--- src/rtl/ins_exec_alu_seq.sv ---
// ins_exec_alu_seq: decodes OP / OP-IMM integer instructions and returns a register write-back request.
// Define INS_EXEC_ALU_FAST_SHIFT_EN to replace the bit-serial shifter with a single-cycle barrel shifter.
module ins_exec_alu_seq #(
   parameter int XLEN = 32,
   parameter int SHW  = $clog2(XLEN)
) (
   input  logic            clk,
   input  logic            rst_n,
   input  logic            in_valid,
   output logic            in_ready,
   input  logic [6:0]      ins_dec_op,
   input  logic [2:0]      ins_dec_funct3,
   input  logic [6:0]      ins_dec_funct7,
   input  logic [XLEN-1:0] reg_rs1_val,
   input  logic [XLEN-1:0] reg_rs2_val,
   input  logic [XLEN-1:0] imm_ext_ext,
   input  logic [4:0]      reg_rd,
   output logic            out_valid,
   output logic            reg_w_op,
   output logic [4:0]      reg_w_reg_idx,
   output logic [XLEN-1:0] reg_w_reg_val
);

   localparam logic [6:0] OP_IMM   = 7'b0010011;
   localparam logic [6:0] OP_REG   = 7'b0110011;
   localparam logic [6:0] SEL_BASE = 7'h00;
   localparam logic [6:0] SEL_ALT  = 7'h20;

   typedef enum logic [1:0] {
      S_IDLE,
      S_SHIFT,
      S_DONE
   } state_e;

   typedef enum logic [3:0] {
      ALU_ADD,
      ALU_SUB,
      ALU_XOR,
      ALU_OR,
      ALU_AND,
      ALU_SLT,
      ALU_SLTU,
      ALU_SLL,
      ALU_SRL,
      ALU_SRA
   } alu_e;

   state_e          state_q, state_d;
   alu_e            dec_alu, alu_q;
   logic            is_imm, is_reg, sel_base, sel_alt;
   logic            dec_legal, dec_shift, take;
   logic [6:0]      dec_sel;
   logic [XLEN-1:0] dec_op2;
   logic [SHW-1:0]  dec_shamt;
   logic [XLEN-1:0] op1_q, op2_q, acc_q;
   logic [XLEN-1:0] acc_load, acc_step, result;
   logic [SHW-1:0]  cnt_q, cnt_dec;
   logic [4:0]      rd_q;
   logic            legal_q;

   assign take    = in_valid && in_ready;
   assign cnt_dec = cnt_q - SHW'(1);

   // For RV64 immediate shifts imm[5] belongs to the shift amount, so it is masked out of the selector.
   always_comb begin
      is_imm    = (ins_dec_op == OP_IMM);
      is_reg    = (ins_dec_op == OP_REG);
      dec_op2   = is_imm ? imm_ext_ext : reg_rs2_val;
      dec_shamt = dec_op2[SHW-1:0];
      if (is_reg) begin
         dec_sel = ins_dec_funct7;
      end else if (XLEN == 64) begin
         dec_sel = {imm_ext_ext[11:6], 1'b0};
      end else begin
         dec_sel = imm_ext_ext[11:5];
      end
      sel_base  = (dec_sel == SEL_BASE);
      sel_alt   = (dec_sel == SEL_ALT);
      dec_alu   = ALU_ADD;
      dec_legal = is_imm || is_reg;
      case (ins_dec_funct3)
         3'b000: begin
            dec_alu = (is_reg && sel_alt) ? ALU_SUB : ALU_ADD;
            if (is_reg && !sel_base && !sel_alt) dec_legal = 1'b0;
         end
         3'b001: begin
            dec_alu = ALU_SLL;
            if (!sel_base) dec_legal = 1'b0;
         end
         3'b101: begin
            dec_alu = sel_alt ? ALU_SRA : ALU_SRL;
            if (!sel_base && !sel_alt) dec_legal = 1'b0;
         end
         3'b010: begin
            dec_alu = ALU_SLT;
            if (is_reg && !sel_base) dec_legal = 1'b0;
         end
         3'b011: begin
            dec_alu = ALU_SLTU;
            if (is_reg && !sel_base) dec_legal = 1'b0;
         end
         3'b100: begin
            dec_alu = ALU_XOR;
            if (is_reg && !sel_base) dec_legal = 1'b0;
         end
         3'b110: begin
            dec_alu = ALU_OR;
            if (is_reg && !sel_base) dec_legal = 1'b0;
         end
         default: begin
            dec_alu = ALU_AND;
            if (is_reg && !sel_base) dec_legal = 1'b0;
         end
      endcase
      dec_shift = dec_legal && (dec_alu inside {ALU_SLL, ALU_SRL, ALU_SRA});
   end

`ifdef INS_EXEC_ALU_FAST_SHIFT_EN
   // The accumulator receives the fully shifted value at transfer, so no SHIFT cycles are needed.
   always_comb begin
      acc_step = acc_q;
      case (dec_alu)
         ALU_SLL: acc_load = reg_rs1_val << dec_shamt;
         ALU_SRA: acc_load = XLEN'($signed(reg_rs1_val) >>> dec_shamt);
         default: acc_load = reg_rs1_val >> dec_shamt;
      endcase
   end
`else
   // SRA refills from the captured sign bit, which stays valid while the accumulator shifts.
   always_comb begin
      acc_load = reg_rs1_val;
      case (alu_q)
         ALU_SLL: acc_step = {acc_q[XLEN-2:0], 1'b0};
         ALU_SRA: acc_step = {op1_q[XLEN-1], acc_q[XLEN-1:1]};
         default: acc_step = {1'b0, acc_q[XLEN-1:1]};
      endcase
   end
`endif

   always_comb begin
      state_d = state_q;
      case (state_q)
         S_IDLE: begin
            if (in_valid) begin
`ifdef INS_EXEC_ALU_FAST_SHIFT_EN
               state_d = S_DONE;
`else
               state_d = (dec_shift && (dec_shamt != '0)) ? S_SHIFT : S_DONE;
`endif
            end
         end
         S_SHIFT: begin
            if (cnt_dec == '0) state_d = S_DONE;
         end
         S_DONE:  state_d = S_IDLE;
         default: state_d = S_IDLE;
      endcase
   end

   always_ff @(posedge clk) begin
      if (!rst_n) begin
         state_q <= S_IDLE;
         cnt_q   <= '0;
         acc_q   <= '0;
         op1_q   <= '0;
         op2_q   <= '0;
         rd_q    <= '0;
         alu_q   <= ALU_ADD;
         legal_q <= 1'b0;
      end else begin
         state_q <= state_d;
         if (take) begin
            op1_q   <= reg_rs1_val;
            op2_q   <= dec_op2;
            rd_q    <= reg_rd;
            alu_q   <= dec_alu;
            legal_q <= dec_legal;
            acc_q   <= acc_load;
            cnt_q   <= dec_shamt;
         end else if (state_q == S_SHIFT) begin
            acc_q <= acc_step;
            cnt_q <= cnt_dec;
         end
      end
   end

   always_comb begin
      result = '0;
      case (alu_q)
         ALU_ADD:  result = op1_q + op2_q;
         ALU_SUB:  result = op1_q - op2_q;
         ALU_XOR:  result = op1_q ^ op2_q;
         ALU_OR:   result = op1_q | op2_q;
         ALU_AND:  result = op1_q & op2_q;
         ALU_SLT:  result = {{(XLEN-1){1'b0}}, ($signed(op1_q) < $signed(op2_q))};
         ALU_SLTU: result = {{(XLEN-1){1'b0}}, (op1_q < op2_q)};
         ALU_SLL, ALU_SRL, ALU_SRA: result = acc_q;
         default:  result = '0;
      endcase
   end

   assign in_ready      = (state_q == S_IDLE);
   assign out_valid     = (state_q == S_DONE);
   assign reg_w_op      = out_valid && legal_q && (rd_q != 5'd0);
   assign reg_w_reg_idx = out_valid ? rd_q : 5'd0;
   assign reg_w_reg_val = (out_valid && legal_q) ? result : '0;

endmodule

--- config.mk ---
export PLATFORM = sky130hd
export DESIGN_NAME = ins_exec_alu_seq
export DESIGN_NICKNAME = d
export VERILOG_FILES = /design/src/rtl/ins_exec_alu_seq.sv
export SDC_FILE = /design/constraint.sdc
export NUM_CORES = 1
export LEC_CHECK = 0
export CAP_MARGIN = 10
export CORE_MARGIN = 2
export CORE_UTILIZATION = 35
export CTS_CLUSTER_DIAMETER = 40
export DETAILED_ROUTE_END_ITERATION = 16
export PLACE_DENSITY = 0.56
export SLEW_MARGIN = 40
export SYNTH_ARGS = -nofsm -noshare
export SYNTH_HDL_FRONTEND = slang
export SYNTH_SLANG_ARGS = --single-unit
--- constraint.sdc ---
create_clock -name clk -period 4.4 [get_ports clk]
set_input_delay 0.66 -clock clk [delete_from_list [all_inputs] [get_ports clk]]
set_output_delay 0.66 -clock clk [all_outputs]
set_load 0.01 [all_outputs]
==> results of run 1 <==
cells in the final DEF (no fill, tap or decap), types with 9 or more instances in the layout:
master and n:
a211oi_1 40, a21o_1 16, a21oi_1 157, a221oi_1 29
a31oi_1 13, buf_4 81, clkbuf_16 17, clkdlybuf4s50_1 143
dfxtp_1 108, ha_1 82, inv_1 95, mux2i_1 67
nand2_1 201, nand2b_1 19, nand3_1 22, nor2_1 130
nor3_1 39, nor4_1 9, o21a_1 10, o21ai_0 82
o21ai_1 9, o21bai_1 10, xnor2_1 24
critical path: stages (launching register included):
cell	delay, ns
dfxtp_2	0.34
inv_1	0.06
ha_2	0.19
inv_2	0.06
fa_2	0.20
nor2b_4	0.15
o211ai_2	0.10
a2111o_1	0.44
a2111oi_4	0.34
o21a_2	0.19
o21ai_2	0.08
a211o_1	0.35
a2111oi_4	0.36
or3b_4	0.21
buf_6	0.10
flip-flops by register name (all words and copies together), names as in the netlist:
signal	flops
acc_q	32
legal_q	1
op2_q	32
state_q	2
alu_q	4
cnt_q	5
op1_q	32
rd_q	5
logic make-up after synthesis:
family                   Yosys count  synth area share
AND/OR/NAND/NOR                  492            0.2130
AO/OA/AOI/OAI                    460            0.2842
buffers and inverters            208           0.07831
flip-flops                       113            0.2165
adder cells (fa/ha/maj)          100            0.1212
multiplexers                      67           0.06418
XOR/XNOR                          27           0.02263
power groups by stage:
stage / Combinational (uW) / Sequential, uW / Clock (uW)
6_report: 1460 / 1180 / 1430
5_1_grt: 1600 / 1190 / 1490
4_1_cts: 1400 / 1180 / 1450
3_5_place_dp: 1360 / 1200 / 0
3_3_place_gp: 1350 / 1200 / 0
2_1_floorplan: 875 / 1170 / 0
stage by stage:
stage	hold WS, ns	std cells	cell area (um^2)
after floorplan	0.4394	1467	10450
after global placement	0.4617	1991	12730
after detailed placement	0.4630	1992	12760
after CTS	0.4674	2030	13540
after global routing	0.4907	2031	13780
final	0.4681	2031	13780
cell type report:
type / instances / area (um^2)
Inverter: 106 / 399.1
Clock buffer: 21 / 470.5
Multi-Input combinational cell: 1146 / 7766
Timing Repair Buffer: 244 / 2262
Tap cell: 390 / 488.0
Fill cell: 3017 / 15700
Clock inverter: 11 / 128.9
Sequential cell: 113 / 2268
metal layers:
layer,global-route usage,vias up,share of wire
met5,0,-,0
met2,0.3888,307,0.46
met4,0.06405,0,0.018
li1,-,5536,-
met1,0.3306,5338,0.48
met3,0.02985,43,0.044
timing repair:
| action | CTS | global route |
|---|---|---|
| endpoints found under the hold margin | 0 | 0 |
| gates resized for setup | 52 | 50 |
| pin swaps | 15 | 13 |
| setup buffers | 6 | 1 |
| setup endpoints to repair | 19 | 21 |
| hold buffers | 0 | 0 |
worst paths after layout:
check	cells after the start	end	start
hold / removal	2	op1_q[0]$_SDFFE_PN0P_	op1_q[0]$_SDFFE_PN0P_
hold reg to reg	2	op1_q[0]$_SDFFE_PN0P_	op1_q[0]$_SDFFE_PN0P_
setup reg to reg	7	acc_q[17]$_SDFFE_PN0P_	state_q[1]$_SDFFE_PN0P_
setup / recovery	14	reg_w_reg_val[30]	op1_q[0]$_SDFFE_PN0P_
==> metrics.txt, run 1 <==
Clock Path Buffers=2; top cells by area, synth=dfxtp_1 (22%), ha_1 (12%), a21oi_1 (7.9%); Slew Viols, Final=0; Final Hold Viols=0; Worst EP arrival=around 3.6 ns; overall routing resource usage=0.2384; die footprint=~0.031 mm^2; critical path required time=approximately 3.7 ns; Synth area leader=dfxtp_1; P_int=2608 uW; sequential share of power=0.290; routed len/inst=18.49 um; Comb power frac=0.358; synth cell count leaders=nand2_1 (201), a21oi_1 (165), nor2_1 (132); CTS Buf Count=17; clock share of power=0.352; NetSw=around 1500 uW; Via density=5.526; final critical-path setup slack=0.1312 ns; top-count cell post-synth=nand2_1; Fin Clk Skew=0.009724 ns; number of enable flip-flop cells after synthesis=0; Worst setup SP type=flop; top-area cell type share of the netlist area=0.2165; Crit. End Element=output port; RSZ-0062 raised after global routing=yes; Chip Width=176.8 um; total global routing overflow=0; final worst path period share=0.9702; relative slew slack=0.5374; DR iter-0 viols=608; via count=approximately 11000; max_cap viols=0; Layout area overhead=31.90%; TritonCTS clock tree=built; Synth warnings=0; Cells after Synth=around 1500; ant diodes=0; crit path time final=between 4 and 5 ns; synth unique cells=84; Total Wirelength=around 38 mm; Pre-Repair DR Iteration Count=5; leak pwr=around 0.0055 uW; synthesized flop and latch total=113; chip height=roughly 180 um; largest net degree at the start of global routing=between 60 and 70; VDD IR max=0.2658 mV; share of synthesized registers carrying an async set or reset=0; post-synthesis cell area=between 0.01 and 0.015 mm^2; Final #Nets=about 1800; HP Class=flop to flop; Crit Path Category=flop to output port; vias in the first global route=10780; first-pass GRT wire length=about 60 mm; final core utilization=0.4675; CTS sink count=113; pre-CTS WS=-0.09778 ns; Clock Pin Slew Worst Setup and Hold Paths=0.06 ns; Core Region=roughly 0.029 mm^2; setup slack, reg-to-reg=~2.2 ns; total I/O pin count=approximately 160; main flop type after synthesis=dfxtp_1; setup violators final=0; DRT antenna net count=0; GP Congestion=0.9580; worst-margin pin slew=between 0.6 and 0.7 ns; status=complete, no violations; setup TNS=0 ns; # rows=63; Port Buffers=160; syn_nets=~1700; switching fraction of total power=0.3592; Initial Util=0.3545; DRC viols=0; fmax=~230 MHz; initial antenna violation count=0; H-tree lvl count=4; total power=between 4000 and 5000 uW; post-synthesis area per instance=slightly above 7 um^2; crit-path max FO=4; Clock Latency Late Sink=about 0.42 ns; share of cells above drive strength 1=0.1268; CTS root buffer=clkbuf_16; Power per Cell Area=295.3 mW/mm^2; HPWL after DPL=27.87 mm; sequential share of the synthesized area=0.2165
No activity file was read; power rests on OpenSTA's default activity.
==> run 2, diff against run 1 <==
--- a/config.mk
+++ b/config.mk
@@ -15,3 +15,4 @@
 export SYNTH_ARGS = -nofsm -noshare
 export SYNTH_HDL_FRONTEND = slang
 export SYNTH_SLANG_ARGS = --single-unit
+export TNS_END_PERCENT = 5
==> run 2 against run 1 <==
Compared with the run above:
- the flow now finishes with violations (setup timing)
- routed wire length fell by 0.76%
- cell count fell by 0.15%
- worst hold slack improved by 0.0045 ns
- global-route usage fell by 0.15 points
- highest routed layer unchanged
- critical path type unchanged
- combinational power barely moved
- final area fell by 1.3%
- non-clock buffer count fell by 3
- clock-buffer cell count did not move
- core utilization fell by 0.61 points
- first-iteration DRC count rose by 20%
==> metrics.txt, run 2 (synthesis results as in run 1) <==
DRC viols=0 (unchanged); initial antenna violation count=0 (unchanged); worst-margin pin slew=0.6879 ns (-0.003387 ns); Clock Pin Slew Worst Setup and Hold Paths=0.06 ns (about the same); Crit. End Element=output port; Clock Latency Late Sink=0.42 ns (about the same); Final Hold Viols=0 (unchanged); Via density=5.496 (-0.55%); critical path required time=3.74 ns (about the same); setup violators final=3 (+3); HPWL after DPL=27.87 mm (unchanged); Crit Path Category=flop to output port; HP Class=flop to flop; VDD IR max=0.2674 mV (+0.60%); max_cap viols=0 (unchanged); Slew Viols, Final=0 (unchanged); Total Wirelength=37.27 mm (-0.76%); routed len/inst=18.38 um (-0.62%); FF/Latch Area=0.002266 mm^2 (-0.11%); fillcell total=3035 (+0.60%); CTS Buf Count=17 (unchanged); relative slew slack=0.5414 (+0.003961); reg2reg start=state_q[1]$_SDFFE_PN0P_; chip height=176.8 um (unchanged); CTS sink count=113 (unchanged); ant diodes=0 (unchanged); Chip Width=176.8 um (unchanged); leak pwr=0.005413 uW (-0.77%); DR iter-0 viols=731 (+20%); Pre-Repair DR Iteration Count=7 (+2); Final Non-Filler Cells=2028 (-0.15%); CTS root buffer=clkbuf_16; overall routing resource usage=0.2369 (-0.001458); Fin Clk Skew=0.01014 ns (+0.0004203 ns); hold depth=2 (unchanged); crit-path max FO=4 (unchanged); Layout area overhead=30.18%; placed insts=1992 (unchanged); commonest non-fill, non-tap cell in the layout=nand2_1; end of the worst register-to-register path=acc_q[17]$_SDFFE_PN0P_; # rows=63 (unchanged); RSZ-0062 raised after global routing=yes; Worst setup SP type=flop; Initial Util=0.3545 (unchanged); Worst EP arrival=3.82 ns (+0.21 ns); Port Buffers=160 (unchanged); Largest regs=acc_q (32), op1_q (32), op2_q (32); largest net degree at the start of global routing=69 (unchanged); Final #Nets=1846 (-0.16%); Critical Path End=reg_w_reg_val[0]; total global routing overflow=0 (unchanged); final critical-path setup slack=-0.07757 ns (-0.2088 ns); status=finished with violations; die footprint=0.03125 mm^2 (unchanged); Core Region=0.02948 mm^2 (unchanged); footprint of the multi-input gates=0.007604 mm^2 (-2.1%); crit path time final=4.478 ns (+0.2088 ns); first-pass GRT wire length=59.11 mm (-0.67%); via count=11150 (-0.69%); fmax=223.3 MHz (-4.7%); vias in the first global route=10710 (-0.58%); setup slack, reg-to-reg=2.21 ns (about the same); share of cells above drive strength 1=0.1148 (-0.01198); leading cell types in the layout, fill and taps excluded=nand2_1 (201), a21oi_1 (159), clkdlybuf4s50_1 (148), nor2_1 (131), dfxtp_1 (110); final core utilization=0.4615 (-0.006069); Worst Hold Slack=0.4726 ns (+0.004490 ns); Power per Cell Area=297.0 mW/mm^2 (+0.58%); total I/O pin count=161 (unchanged); Clock Path Buffers=2 (unchanged); final worst path period share=1.018 (+0.04745); TritonCTS clock tree=built; Reg2Reg Depth=7 (unchanged); worst setup path start=op2_q[0]$_SDFFE_PN0P_; GP Congestion=0.9580 (unchanged); failing checks=setup timing; DRT antenna net count=0 (unchanged); H-tree lvl count=4 (unchanged)
run 2: cell count changes in the layout (fill, tap and decap cells not counted), sizes merged:
cell	delta
dlygate4sd2	-6
buf	-3
dlymetal6s2s	+2
clkdlybuf4s50	+5
clkbuf	-1
run 2: worst min-delay path by stage:
stage,from,to,slack [ns]
2_1_floorplan,rd_q[1]$_SDFFE_PN0P_,rd_q[1]$_SDFFE_PN0P_,0.44
6_report,rd_q[0]$_SDFFE_PN0P_,rd_q[0]$_SDFFE_PN0P_,0.47
5_1_grt,rd_q[1]$_SDFFE_PN0P_,rd_q[1]$_SDFFE_PN0P_,0.49
3_5_place_dp,rd_q[0]$_SDFFE_PN0P_,rd_q[0]$_SDFFE_PN0P_,0.46
3_3_place_gp,rd_q[0]$_SDFFE_PN0P_,rd_q[0]$_SDFFE_PN0P_,0.46
4_1_cts,rd_q[4]$_SDFFE_PN0P_,rd_q[4]$_SDFFE_PN0P_,0.47
run 2: final cells by class:
class	instances	share of cell area
timing repair buffer	241	0.1653
inverter	106	0.02934
clock inverter	11	0.009473
clock buffer	21	0.03458
tap	390	0.03587
sequential	113	0.1666
multi-input combinational	1146	0.5589
run 2: layer usage:
layer / vias up / GRT usage / routed length [um]
met5: - / 0 / 0
met4: 0 / 0.06680 / 776
met3: 52 / 0.02878 / 1660
met2: 296 / 0.3851 / 16980
met1: 5273 / 0.3290 / 17860
li1: 5525 / - / -
run 2: critical path, stage by stage, from the launching register on:
cell and delay [ns]:
dfxtp_1 0.40, ha_1 0.19, inv_1 0.06, fa_2 0.35, nor2b_4 0.14, o211ai_2 0.20, a2111o_1 0.25, a2111oi_4 0.10
o21a_2 0.22, o21ai_2 0.18, a21oi_1 0.10, or3_1 0.33, a31oi_2 0.28, clkdlybuf4s50_1 0.59
run 2: repair_timing:
item / in CTS / in global routing
gates resized for setup: 29 / 39
buffers inserted: 3 / 1
endpoints found under the setup margin: 19 / 22
hold buffers: 0 / 0
pin swaps: 10 / 7
run 2: power breakdown:
| part | internal (uW) | switching (uW) | total [uW] |
|---|---|---|---|
| Combinational | 612 | 814 | 1430 |
| Sequential | 1100 | 81.6 | 1180 |
| Clock | 882 | 552 | 1430 |
run 2: metrics by stage:
| stage | TNS (ns) | worst slack [ns] | power (uW) | area [um^2] |
|---|---|---|---|---|
| 2_1_floorplan | 0 | 0.9437 | 2045 | 10450 |
| 3_3_place_gp | -0.1938 | -0.1168 | 2552 | 12730 |
| 3_5_place_dp | -0.1727 | -0.09778 | 2562 | 12760 |
| 4_1_cts | -1.418 | -0.2311 | 4016 | 13440 |
| 5_1_grt | -1.711 | -0.2934 | 4256 | 13600 |
| 6_report | -0.1671 | -0.07757 | 4041 | 13600 |
